<file path="config.mk">
export PLATFORM = sky130hd
export DESIGN_NAME = odometer_multi_meas
export DESIGN_NICKNAME = d
export VERILOG_FILES = /design/src/rtl/odometer_multi_meas.sv
export SDC_FILE = /design/constraint.sdc
export NUM_CORES = 1
export LEC_CHECK = 0
export ABC_AREA = 0
export BUFFER_PORTS_ARGS = -buffer_cell sky130_fd_sc_hd__buf_2
export CAP_MARGIN = 20
export CORE_MARGIN = 4
export CORE_UTILIZATION = 55
export CTS_CLUSTER_DIAMETER = 50
export DETAILED_ROUTE_END_ITERATION = 10
export GPL_TIMING_DRIVEN = 0
export PLACE_DENSITY = 0.73
export SLEW_MARGIN = 10
export SYNTH_ARGS = -nofsm -noshare
export SYNTH_HDL_FRONTEND = slang
export SYNTH_SLANG_ARGS = --single-unit
</file>
<file path="constraint.sdc">
create_clock -name MEAS_CLK -period 7.4 [get_ports MEAS_CLK]
set_clock_uncertainty 0.2 [all_clocks]
set_input_delay 0.74 -clock MEAS_CLK [delete_from_list [all_inputs] [get_ports MEAS_CLK]]
set_output_delay 0.74 -clock MEAS_CLK [all_outputs]
set_load 0.02 [all_outputs]
</file>
<file path="src/rtl/odometer_multi_meas.sv">
// Multi-channel odometer measurement sequencer.
// Sweeps NCH stress/reference ring-oscillator pairs. For each enabled channel
// it pauses stress, waits SETTLE cycles, then counts rising edges of both
// oscillators over a WINDOW-cycle window. Results are packed into a serially
// readable shift register.
//
// Ports:
//   MEAS_CLK, RESETB        clock, asynchronous active-low reset
//   MEAS_TRIG               sweep request (0->1 edge while idle)
//   CH_MASK, WINDOW         per-channel enable, counting window (0 acts as 1)
//   ROSC_STRESS_OUT/REF_OUT asynchronous oscillator outputs
//   SHIFT_EN, SCANOUT_DIN   result register shift control / serial input
//   MEAS_STRESS, EN_ROSC    one-hot active channel while busy
//   BUSY, DONE              sweep in progress, one-cycle end-of-sweep pulse
//   SCANOUT_DOUT            result register bit 0
module odometer_multi_meas #(
    parameter int unsigned NCH    = 4,
    parameter int unsigned CW     = 12,
    parameter int unsigned WIN_W  = 16,
    parameter int unsigned SETTLE = 8
) (
    input  logic             MEAS_CLK,
    input  logic             RESETB,
    input  logic             MEAS_TRIG,
    input  logic [NCH-1:0]   CH_MASK,
    input  logic [WIN_W-1:0] WINDOW,
    input  logic [NCH-1:0]   ROSC_STRESS_OUT,
    input  logic [NCH-1:0]   ROSC_REF_OUT,
    input  logic             SHIFT_EN,
    input  logic             SCANOUT_DIN,
    output logic [NCH-1:0]   MEAS_STRESS,
    output logic [NCH-1:0]   EN_ROSC,
    output logic             BUSY,
    output logic             DONE,
    output logic             SCANOUT_DOUT
);

    localparam int unsigned F   = 2 * CW + 1;
    localparam int unsigned RW  = NCH * F;
    localparam int unsigned CHW = (NCH > 1) ? $clog2(NCH) : 1;
    localparam int unsigned SW  = $clog2(SETTLE + 1);
    localparam int unsigned TW  = (WIN_W > SW) ? WIN_W : SW;

    localparam logic [2:0] S_IDLE   = 3'd0;
    localparam logic [2:0] S_SETTLE = 3'd1;
    localparam logic [2:0] S_COUNT  = 3'd2;
    localparam logic [2:0] S_STORE  = 3'd3;
    localparam logic [2:0] S_FIN    = 3'd4;

    logic [2:0]       state_q, state_d;
    logic [CHW-1:0]   ch_q, ch_d;
    logic [NCH-1:0]   mask_q, mask_d;
    logic [WIN_W-1:0] win_q, win_d;
    logic [TW-1:0]    tmr_q, tmr_d;
    logic [CW-1:0]    str_cnt_q, str_cnt_d;
    logic [CW-1:0]    ref_cnt_q, ref_cnt_d;
    logic             sat_q, sat_d;
    logic [RW-1:0]    res_q, res_d;
    logic [NCH-1:0]   onehot_q, onehot_d;
    logic             busy_q, busy_d;
    logic             done_q, done_d;

    // Trigger detector stores "last sample was low"; reset to 0 so a level
    // held high through reset release cannot fire a sweep.
    logic             trig_low_q;
    logic             trig_edge;

    logic [NCH-1:0]   str_s1_q, str_s2_q, str_p_q;
    logic [NCH-1:0]   ref_s1_q, ref_s2_q, ref_p_q;
    logic [NCH-1:0]   str_edge, ref_edge;

    logic [CHW:0]     first_ch, next_ch;

    // Lowest set mask bit at or above lo; MSB of result flags "found".
    function automatic logic [CHW:0] find_from(input logic [NCH-1:0] m, input int lo);
        logic [CHW:0] r;
        r = '0;
        for (int i = int'(NCH) - 1; i >= 0; i--) begin
            if (i >= lo && m[i]) r = {1'b1, CHW'(i)};
        end
        return r;
    endfunction

    assign trig_edge = MEAS_TRIG & trig_low_q;
    assign str_edge  = str_s2_q & ~str_p_q;
    assign ref_edge  = ref_s2_q & ~ref_p_q;
    assign first_ch  = find_from(CH_MASK, 0);
    assign next_ch   = find_from(mask_q, int'(ch_q) + 1);

    // Next-state, datapath and registered-output decode
    always_comb begin
        state_d   = state_q;
        ch_d      = ch_q;
        mask_d    = mask_q;
        win_d     = win_q;
        tmr_d     = tmr_q;
        str_cnt_d = str_cnt_q;
        ref_cnt_d = ref_cnt_q;
        sat_d     = sat_q;
        res_d     = res_q;

        case (state_q)
            S_IDLE: begin
                if (trig_edge) begin
                    mask_d = CH_MASK;
                    win_d  = (WINDOW == '0) ? WIN_W'(1) : WINDOW;
                    res_d  = '0;
                    if (first_ch[CHW]) begin
                        ch_d    = first_ch[CHW-1:0];
                        tmr_d   = TW'(SETTLE - 1);
                        state_d = S_SETTLE;
                    end else begin
                        state_d = S_FIN;
                    end
                end else if (SHIFT_EN) begin
                    res_d = {SCANOUT_DIN, res_q[RW-1:1]};
                end
            end
            S_SETTLE: begin
                str_cnt_d = '0;
                ref_cnt_d = '0;
                sat_d     = 1'b0;
                if (tmr_q == '0) begin
                    tmr_d   = TW'(win_q - WIN_W'(1));
                    state_d = S_COUNT;
                end else begin
                    tmr_d = tmr_q - TW'(1);
                end
            end
            S_COUNT: begin
                if (str_edge[ch_q]) begin
                    if (str_cnt_q == '1) sat_d = 1'b1;
                    else                 str_cnt_d = str_cnt_q + CW'(1);
                end
                if (ref_edge[ch_q]) begin
                    if (ref_cnt_q == '1) sat_d = 1'b1;
                    else                 ref_cnt_d = ref_cnt_q + CW'(1);
                end
                if (tmr_q == '0) state_d = S_STORE;
                else             tmr_d   = tmr_q - TW'(1);
            end
            S_STORE: begin
                for (int c = 0; c < int'(NCH); c++) begin
                    if (ch_q == CHW'(c)) res_d[c*F +: F] = {sat_q, str_cnt_q, ref_cnt_q};
                end
                if (next_ch[CHW]) begin
                    ch_d    = next_ch[CHW-1:0];
                    tmr_d   = TW'(SETTLE - 1);
                    state_d = S_SETTLE;
                end else begin
                    state_d = S_FIN;
                end
            end
            S_FIN:   state_d = S_IDLE;
            default: state_d = S_IDLE;
        endcase

        busy_d   = (state_d == S_SETTLE) || (state_d == S_COUNT) || (state_d == S_STORE);
        done_d   = (state_d == S_FIN);
        onehot_d = busy_d ? (NCH'(1) << ch_d) : '0;
    end

    // State, datapath, synchronisers and output registers
    always_ff @(posedge MEAS_CLK or negedge RESETB) begin
        if (!RESETB) begin
            state_q    <= S_IDLE;
            ch_q       <= '0;
            mask_q     <= '0;
            win_q      <= '0;
            tmr_q      <= '0;
            str_cnt_q  <= '0;
            ref_cnt_q  <= '0;
            sat_q      <= 1'b0;
            res_q      <= '0;
            onehot_q   <= '0;
            busy_q     <= 1'b0;
            done_q     <= 1'b0;
            trig_low_q <= 1'b0;
            str_s1_q   <= '0;
            str_s2_q   <= '0;
            str_p_q    <= '0;
            ref_s1_q   <= '0;
            ref_s2_q   <= '0;
            ref_p_q    <= '0;
        end else begin
            state_q    <= state_d;
            ch_q       <= ch_d;
            mask_q     <= mask_d;
            win_q      <= win_d;
            tmr_q      <= tmr_d;
            str_cnt_q  <= str_cnt_d;
            ref_cnt_q  <= ref_cnt_d;
            sat_q      <= sat_d;
            res_q      <= res_d;
            onehot_q   <= onehot_d;
            busy_q     <= busy_d;
            done_q     <= done_d;
            trig_low_q <= ~MEAS_TRIG;
            str_s1_q   <= ROSC_STRESS_OUT;
            str_s2_q   <= str_s1_q;
            str_p_q    <= str_s2_q;
            ref_s1_q   <= ROSC_REF_OUT;
            ref_s2_q   <= ref_s1_q;
            ref_p_q    <= ref_s2_q;
        end
    end

    assign MEAS_STRESS  = onehot_q;
    assign EN_ROSC      = onehot_q;
    assign BUSY         = busy_q;
    assign DONE         = done_q;
    assign SCANOUT_DOUT = res_q[0];

endmodule
</file>
# ---- Word level (Yosys, flattened, before mapping)
# Index checks and enable logic that the tools add are counted.
dict set report totals {
  out_inout_bits 11
  input_bits 33
  elab_cells 133
  register_bits 197
}
dict set report classes {
  order_cmp 5
  eq_ne 25
  n_shift 1
  muxes 48
  reduce_logical 21
  add_sub_neg 5
  bitwise 6
}
# cell count
set ops {}
lappend ops {{$mux W100} 2}
lappend ops {{$pmux W100 S2} 1}
lappend ops {{$mux W25} 4}
lappend ops {{$mux W16} 6}
lappend ops {{$pmux W16 S4} 1}
lappend ops {{$mux W12} 4}
lappend ops {{$pmux W12 S2} 2}
lappend ops {{$mux W3} 13}
lappend ops {{$logic_not A16 Y1} 2}
lappend ops {{$sub A16 B1 Y16 const B} 2}
lappend ops {{$add A12 B1 Y12 const B} 2}
lappend ops {{$eq A12 B12 Y1 const B} 2}
lappend ops {{$ne A2 B2 Y1 const B} 12}
lappend ops {{$reduce_and A3 Y1} 6}
lappend ops {{$eq A3 B2 Y1 const B} 4}
lappend ops {{$pmux W3 S4} 1}
lappend ops {{$and A4 B4 Y4} 2}
lappend ops {{$not A4 Y4} 2}
lappend ops {{$eq A3 B1 Y1 const B} 2}
lappend ops {{$ge A1 B3 Y1 const A} 2}
lappend ops {{$ge A2 B3 Y1 const A} 2}
lappend ops {{$mux W1} 6}
lappend ops {{$mux W2} 3}
lappend ops {{$reduce_and A5 Y1} 1}
lappend ops {{20 further kinds} 27}

# ---- Logic depth before layout (Yosys ltp)
# Gate-level depths: netlist (run 1).
dict set report logic_depth {
  word_depth 13
  depth_mapped 9
  ltp_nobuf 8
}

# ---- Worst setup path after synthesis (run 1)
# Ideal clock, no wire load.
dict set report synth_path {
  path_type {reg-to-reg}
  startpoint {reg tmr_q[0]}
  endpoint {reg tmr_q[11]}
  stages_incl_launch_ff 9
  setup_ps 121
  arrival_time_ps 2142
  synth_period_minus_slack_ps 2463
  slack_ps 4937
  required_ps 7079
  path_buffers 1
  path_cell_list {dfrtp_1 -> inv_1 -> ha_1 -> nor3b_1 -> nand4_1 -> o31ai_1 -> nand2_1 -> clkbuf_1 -> a22o_1}
}
dict set report synth_via {
  elab_chain_cells 3
  elab_cells_between_ends 7
}
# item line_no
set synth_rtl {}
lappend synth_rtl {{start: declaration} 54} ;# logic [TW-1:0] tmr_q, tmr_d;
lappend synth_rtl {{start signal: assignment} 190} ;# tmr_q <= tmr_d;
lappend synth_rtl {{$sub A16 B1 Y16 / $logic_not A16 Y1 (equally long branches)} n/a}
lappend synth_rtl {{$mux W16 (tied with other cells)} 139} ;# if (tmr_q == '0) state_d = S_STORE;
lappend synth_rtl {{$pmux W16 S4 / $reduce_and A5 Y1 (equally long branches)} n/a}
# Several ways; a longest one is shown, not always the timed one. The select of a mux whose other input is x is not followed.
# A chain may end at the register's enable or synchronous reset.

# ---- Worst setup path after layout (run 1)
dict set report layout_path {
  startpoint {reg tmr_q[0]}
  endpoint {reg tmr_q[3]}
}
# Same word-level chain as after synthesis.

==> key figures, run 1 <==
STA
  • Peak Freq: 309 MHz
  • Max_slew headroom: 0.449
  • Period minus WS final: 3.23 ns
  • Final hold vios: 0
  • TNS Setup: 0 ns
  • Slew @ Worst Pin: 0.820 ns
  • Post-route clock period utilization: 0.437
  • Setup-failing EPs final: 0
  • Unrepaired setup endpoints after global routing: no
  • Hold Slack: 0.0278 ns
  • Slew Viols, Final: 0

Worst setup path
  • Critical path class: reg2reg
  • Worst Path Arrival: 3.36 ns
  • Crit path required time: 7.53 ns
  • CP Capture Type: register
  • CP max FO: 10
  • Crit path launch type: register

GRT
  • Most Used Layer, Global Route: met2
  • Largest net degree at the start of global routing: 72
  • Met2 usage: 0.372
  • Grt met3 use: 0.0458
  • Antenna violations before repair: 0
  • First-pass GRT wire length: 33.9 mm
  • All-Layer GR Usage: 0.232
  • Grt ovf: 0
  • Number of global-route vias before repair: 6870
  • GR Util met1: 0.323

Yosys
  • Post-synth EDFFs: 0
  • Netlist Area Pre-Place: 8780 µm²
  • Top_reg_cell synth: dfrtp_1
  • #FFs+latches synth: 196
  • FFs w/ async S/R, synth: 1.00
  • Syn Area/Cell: 9.27 µm²
  • Post-synth cell types: 52
  • Cells after Synth: 948
  • Seq/Total Area, Yosys: 0.558
  • YS warnings: 0
  • Net Count, Synth: 985

Routing
  • 1st-pass router iterations: 5
  • Iteration-0 DRC count of the detailed router: 506
  • # DRC: 0
  • ANT nets after route: 0
  • Final wirelength: 19.6 mm
  • Vias: 7095
  • Drt wl/cell: 15.8 µm
  • Vias per std cell: 5.74

Clock tree
  • Root buf cell: clkbuf_16
  • Hold-fix buffers at CTS: 0
  • CTS clk-pin slew, worst paths: 0.07 ns
  • Clock buffer count from CTS: 17
  • H-tree levels: 4
  • Clock Path Buffers: 2
  • Sink Count: 196
  • Post-CTS Setup Bufs: 0
  • CTS resizes: 0
  • Clock Latency Late Sink: 0.44 ns
  • TritonCTS clock tree: yes

Floorplanning
  • I/O pins: 44
  • Rows: 45
  • Initial Utilization: 0.569
  • Die X-Extent: 134 µm
  • Die height: 134 µm
  • Die area: 18100 µm²
  • Core Area: 15400 µm²

Outcome
  • Status: completed

Final layout
  • Ant diodes: 0
  • # nets final: 1049
  • P&R area growth vs syn: 12.9%
  • Post-layout util: 0.643
  • Layout cells sized above 1: 0.0878
  • Finished Layout Cells: 1236

Hold path
  • Hold Path Class: in2async

Place
  • IO Port Bufs: 43
  • HPWL after DPL: 13.8 mm
  • GPL Wtd Cong: 0.872
  • Placed Cells: 1204

Power
  • Maximum vdd ir drop: 0.000262 V
  • Pwr/cell area: 371 nW/µm²
  • Leak pwr: 4.20 nW

Run
  • Max Cap Viol: 0
-- report_power, final --
group	internal (mW)	total [mW]	switching (mW)
sequential	1.42	1.65	0.239
clock	0.481	0.918	0.437
combinational	0.433	1.11	0.675
-- layer usage --
metal,part of all wire,wire [µm]
met1,0.46,8970
met2,0.48,9480
met3,0.047,915
met4,0.011,221
met5,0,0
-- cells by family (layout without fill, tap and decap cells) --
kind of cell | count (synthesis) | in the layout | synth area share
AO/OA/AOI/OAI | 288 | 288 | 0.181
adder cells (fa/ha/maj) | 4 | 4 | 0.00570
buffers and inverters | 74 | 151 | 0.0346
multiplexers | 4 | 4 | 0.00741
AND/OR/NAND/NOR | 356 | 356 | 0.187
flip-flops | 196 | 196 | 0.558
XOR/XNOR | 26 | 26 | 0.0259
-- Yosys cell counts (2+ instances only) --
cell type,n,area (µm²)
xor2_1,6,52.6
a311oi_1,2,17.5
a211oi_1,2,15.0
xnor2_1,20,175
a31oi_1,2,12.5
ha_1,4,50.1
o211ai_1,8,60.1
o31ai_1,10,75.1
and3b_1,2,17.5
and2_1,25,156
buf_4,4,30.0
or4_1,4,30.0
nor3b_1,5,37.5
mux2i_1,2,20.0
nand4_1,8,50.1
nor2_1,116,435
nand2_1,110,413
a2bb2oi_1,2,17.5
nand2b_1,7,43.8
inv_1,17,63.8
mux4_2,2,45.0
clkbuf_1,47,176
a21oi_1,188,941
nand3_1,17,85.1
a22o_1,7,61.3
o22ai_1,4,25.0
nor2b_1,8,50.1
buf_1,2,7.51
buf_2,3,15.0
dfrtp_1,196,4900
nor4_1,14,87.6
and3_1,3,18.8
a21o_1,3,22.5
o32ai_1,2,17.5
o21ai_0,49,245
or3_1,8,50.1
nor3_1,24,120
-- sequential cells by signal, summed over array words and instances, names as in the netlist --
signal / flops
res_q: 100
tmr_q: 16
win_q: 16
ref_cnt_q: 12
str_cnt_q: 12
EN_ROSC: 4
ref_p_q: 4
ref_s1_q: 4
ref_s2_q: 4
str_p_q: 4
str_s1_q: 4
str_s2_q: 4
mask_q: 3
state_q: 3
ch_q: 2
BUSY: 1
DONE: 1
sat_q: 1
trig_low_q: 1
-- cell usage in the layout (no fill, tap or decap), types with 3 or more instances in the layout --
cell type	instances
a21o_1	3
a21oi_1	188
a22o_1	7
and2_1	25
and3_1	3
buf_2	45
buf_4	4
clkbuf_1	47
clkbuf_16	17
dfrtp_1	196
ha_1	4
inv_1	17
inv_6	6
inv_8	3
nand2_1	110
nand2b_1	7
nand3_1	17
nand4_1	8
nor2_1	116
nor2b_1	8
nor3_1	24
nor3b_1	5
nor4_1	14
o211ai_1	8
o21ai_0	49
o22ai_1	4
o31ai_1	10
or3_1	8
or4_1	4
xnor2_1	20
xor2_1	6
-- critical path, cell delays in order, from the launching register on --
cell,delay (ns)
dfrtp_1,0.44
inv_1,0.11
ha_1,0.19
nor3b_1,0.56
nand4_1,0.33
o31ai_1,0.45
nand2_1,0.25
clkbuf_1,0.33
a22o_1,0.27
-- layout make-up --
cell class / instances / area [µm²]
clock buffer: 17 / 425
clock inverter: 15 / 165
inverter: 17 / 63.8
fill: 1330 / 5510
sequential: 196 / 4900
multi-input combinational: 678 / 3570
buffer: 57 / 240
tap: 211 / 264
timing repair buffer: 45 / 280
-- metrics by stage --
stage | total power, mW | setup WS (ns) | instance area (µm²)
after detailed placement | 2.77 | 4.29 | 9330
after floorplan | 2.45 | 4.94 | 8780
after CTS | 3.70 | 4.31 | 9920
after global placement | 2.72 | 2.15 | 9260
final | 3.68 | 4.17 | 9920
after global routing | 3.95 | 4.00 | 9920
-- path summary, 6_finish.rpt --
path,startpoint,end,slack (ns),cells after the start
worst max-delay path,tmr_q[0],tmr_q[3],4.17,8
worst min-delay path,RESETB,res_q[29],0.03,1
worst max register to register,tmr_q[0],tmr_q[3],4.17,8
worst min register to register,str_s1_q[1],str_s2_q[1],0.15,0
max in group asynchronous,RESETB,EN_ROSC[2],6.27,2
min in group MEAS_CLK,str_s1_q[1],str_s2_q[1],0.15,0
(Power assumes the default switching activity.)
==> inputs of run 2 (changes only) <==
--- a/config.mk
+++ b/config.mk
@@ -13,7 +13,7 @@
 export CTS_CLUSTER_DIAMETER = 50
 export DETAILED_ROUTE_END_ITERATION = 10
 export GPL_TIMING_DRIVEN = 0
-export PLACE_DENSITY = 0.73
+export PLACE_DENSITY = 0.76
 export SLEW_MARGIN = 10
 export SYNTH_ARGS = -nofsm -noshare
 export SYNTH_HDL_FRONTEND = slang
==> constraint.sdc (replaced) <==
create_clock -name MEAS_CLK -period 2.7 [get_ports MEAS_CLK]
set_clock_uncertainty 0.2 [all_clocks]
set_input_delay 0.27 -clock MEAS_CLK [delete_from_list [all_inputs] [get_ports MEAS_CLK]]
set_output_delay 0.27 -clock MEAS_CLK [all_outputs]
set_load 0.02 [all_outputs]
==> run 2 against run 1 <==
Against the previous run: global-route usage increased by 0.64 points; die area unchanged; via count increased by 2.1%; first-iteration DRC count increased by 6.5%.
==> key figures, run 2 (same netlist as run 1, synthesis figures left out) <==
Worst setup path
  • FF-to-FF setup slack: 0.10 ns (-4.07 ns)
  • Worst Path Arrival: 2.72 ns (-0.64 ns)
  • CP Capture Type: register
  • Crit path launch type: register
  • CP max FO: 9 (-1)
  • Critical path class: reg2reg
  • Critical R2R Launch: tmr_q[0]
  • CP max stage delay: 0.44 ns (-0.12 ns)
  • R2R depth: 8 (unchanged)
  • CP bufs+invs: 1 (-1)
  • Crit path max-delay family: simple AND/OR/NAND/NOR gates
  • FF-to-FF End: tmr_q[3]
  • Crit-path slowest cell: dfrtp_1
  • Critical-path cell list: inv_1, ha_1, nor3b_4, and4_1, nand2_1, o31ai_1, o22ai_1, a22o_1
  • Crit path required time: 2.82 ns (-4.71 ns)

Place
  • GPL Wtd Cong: 0.888 (+1.9%)
  • Placed Cells: 1204 (unchanged)
  • Pre-CTS worst setup slack: -0.412 ns (-4.71 ns)
  • IO Port Bufs: 43 (unchanged)
  • HPWL after DPL: 13.9 mm (+0.58%)

Power
  • Clock share of power: 0.240 (-0.009)
  • Pwr/cell area: 986 nW/µm² (+170%)
  • Seq pwr share: 0.452 (+0.003)
  • Combinational power share: 0.309 (+0.008)
  • Net switching power: 3.78 mW (+180%)
  • Pint: 6.35 mW (+170%)
  • Leak pwr: 4.34 nW (+3.3%)
  • Maximum vdd ir drop: 0.000765 V (+190%)
  • Switching share of power: 0.373 (+0.00621)

Final layout
  • Regs by FF count: res_q x100, tmr_q x16, win_q x16
  • Storage cell area: 4900 µm² (unchanged)
  • Finished Layout Cells: 1266 (+2.4%)
  • Leading cell types in the layout, fill and taps excluded: dfrtp_1, a21oi_1, nor2_1
  • Layout cells sized above 1: 0.0957 (+0.00793)
  • Ant diodes: 0 (unchanged)
  • FILL cells: 1239 (-6.8%)
  • Post-layout util: 0.666 (+0.0230)
  • P&R area growth vs syn: 17.0%
  • Multi-input logic area: 3640 µm² (+1.9%)
  • Max FFs per register: 100 (unchanged)
  • Largest Register: res_q
  • Commonest non-fill, non-tap cell in the layout: dfrtp_1
  • # nets final: 1079 (+2.9%)

Floorplanning
  • Initial Utilization: 0.569 (unchanged)
  • Core Area: 15400 µm² (unchanged)
  • Rows: 45 (unchanged)
  • Die X-Extent: 134 µm (unchanged)
  • Die area: 18100 µm² (unchanged)
  • Die height: 134 µm (unchanged)
  • I/O pins: 44 (unchanged)

GRT
  • First-pass GRT wire length: 34.9 mm (+3.0%)
  • Grt ovf: 0 (unchanged)
  • Largest net degree at the start of global routing: 75 (+4.2%)
  • Antenna violations before repair: 0 (unchanged)
  • All-Layer GR Usage: 0.238 (+0.00641)
  • Number of global-route vias before repair: 7153 (+4.1%)

Routing
  • # DRC: 0 (unchanged)
  • Final wirelength: 20.6 mm (+4.9%)
  • 1st-pass router iterations: 5 (unchanged)
  • Vias per std cell: 5.72 (-0.33%)
  • Drt wl/cell: 16.2 µm (+2.4%)
  • Vias: 7243 (+2.1%)
  • ANT nets after route: 0 (unchanged)
  • Iteration-0 DRC count of the detailed router: 539 (+6.5%)

STA
  • Slew Viols, Final: 0 (unchanged)
  • Setup-failing EPs final: 0 (unchanged)
  • Post-route clock period utilization: 0.962 (+0.525)
  • Peak Freq: 385 MHz (+24%)
  • Period minus WS final: 2.60 ns (-0.634 ns)
  • Hold Slack: 0.135 ns (+0.107 ns)
  • Final hold vios: 0 (unchanged)
  • Unrepaired setup endpoints after global routing: yes
  • Setup WS post-layout: 0.102 ns (-4.07 ns)
  • Slew @ Worst Pin: 0.832 ns (+0.0120 ns)
  • Max_slew headroom: 0.444 (-0.00449)

Run
  • Max Cap Viol: 0 (unchanged)

Clock tree
  • Root buf cell: clkbuf_16
  • Clock buffer count from CTS: 17 (unchanged)
  • H-tree levels: 4 (unchanged)
  • Sink Count: 196 (unchanged)
  • Clock Path Buffers: 2 (unchanged)
  • TritonCTS clock tree: yes
  • Clock Latency Late Sink: 0.44 ns (about the same)
  • CTS clk-pin slew, worst paths: 0.07 ns (about the same)

Outcome
  • Status: completed

Hold path
  • Hold Path Class: in2async
-- run 2: metal layers --
layer | GRT usage | part of all wire | routed length (µm)
met1 | 0.312 | 0.44 | 9040
met2 | 0.401 | 0.50 | 10300
met3 | 0.0476 | 0.052 | 1060
met4 | 0.0758 | 0.0096 | 198
met5 | 0 | 0 | 0
-- run 2: worst max-delay path by stage --
stage                end  cells past startpoint  slack (ns)  startpoint
2_1_floorplan  tmr_q[11]                      8        0.24    tmr_q[0]
3_3_place_gp   win_q[10]                      1       -2.04      RESETB
3_5_place_dp   tmr_q[11]                      8       -0.41    tmr_q[0]
4_1_cts         res_q[7]                      6        0.03  state_q[2]
5_1_grt        res_q[47]                      6       -0.03  state_q[2]
6_report        tmr_q[3]                      8        0.10    tmr_q[0]
-- run 2: layout make-up --
type,instances,share of cell area
inverters,17,0.00621
plain buffers,55,0.0230
multi-input cells,678,0.355
repair buffers,77,0.0582
well taps,211,0.0257
clock buffers,17,0.0414
clock inverters,15,0.0135
flip-flops and latches,196,0.477
-- run 2: per-stage QoR --
stage | TNS [ns] | cell area (µm²) | total power [mW]
2_1_floorplan | 0 | 8780 | 6.70
3_3_place_gp | -401.23 | 9260 | 7.45
3_5_place_dp | -5.06 | 9330 | 7.59
4_1_cts | 0 | 10200 | 10.1
5_1_grt | -0.0735 | 10300 | 10.8
6_report | 0 | 10300 | 10.1
-- run 2: timing repair --
action	4_1_cts	5_1_grt
endpoints found under the setup margin	16	43
pin swaps	1	2
setup buffers	0	1
hold buffers	31	0
gates resized for setup	7	8
endpoints found under the hold margin	226	0
-- run 2: worst register-to-register path, cell delays in order, from the launching register on --
cell,delay [ns]
dfrtp_1,0.44
inv_1,0.10
ha_1,0.19
nor3b_4,0.29
and4_1,0.32
nand2_1,0.25
o31ai_1,0.37
o22ai_1,0.13
a22o_1,0.20
-- run 2: power by group through the flow --
stage | Clock, mW | Combinational [mW] | Sequential [mW]
6_report | 2.43 | 3.13 | 4.57
5_1_grt | 2.58 | 3.58 | 4.68
4_1_cts | 2.48 | 3.10 | 4.53
3_5_place_dp | 0 | 3.03 | 4.56
3_3_place_gp | 0 | 2.91 | 4.54
2_1_floorplan | 0 | 2.26 | 4.45
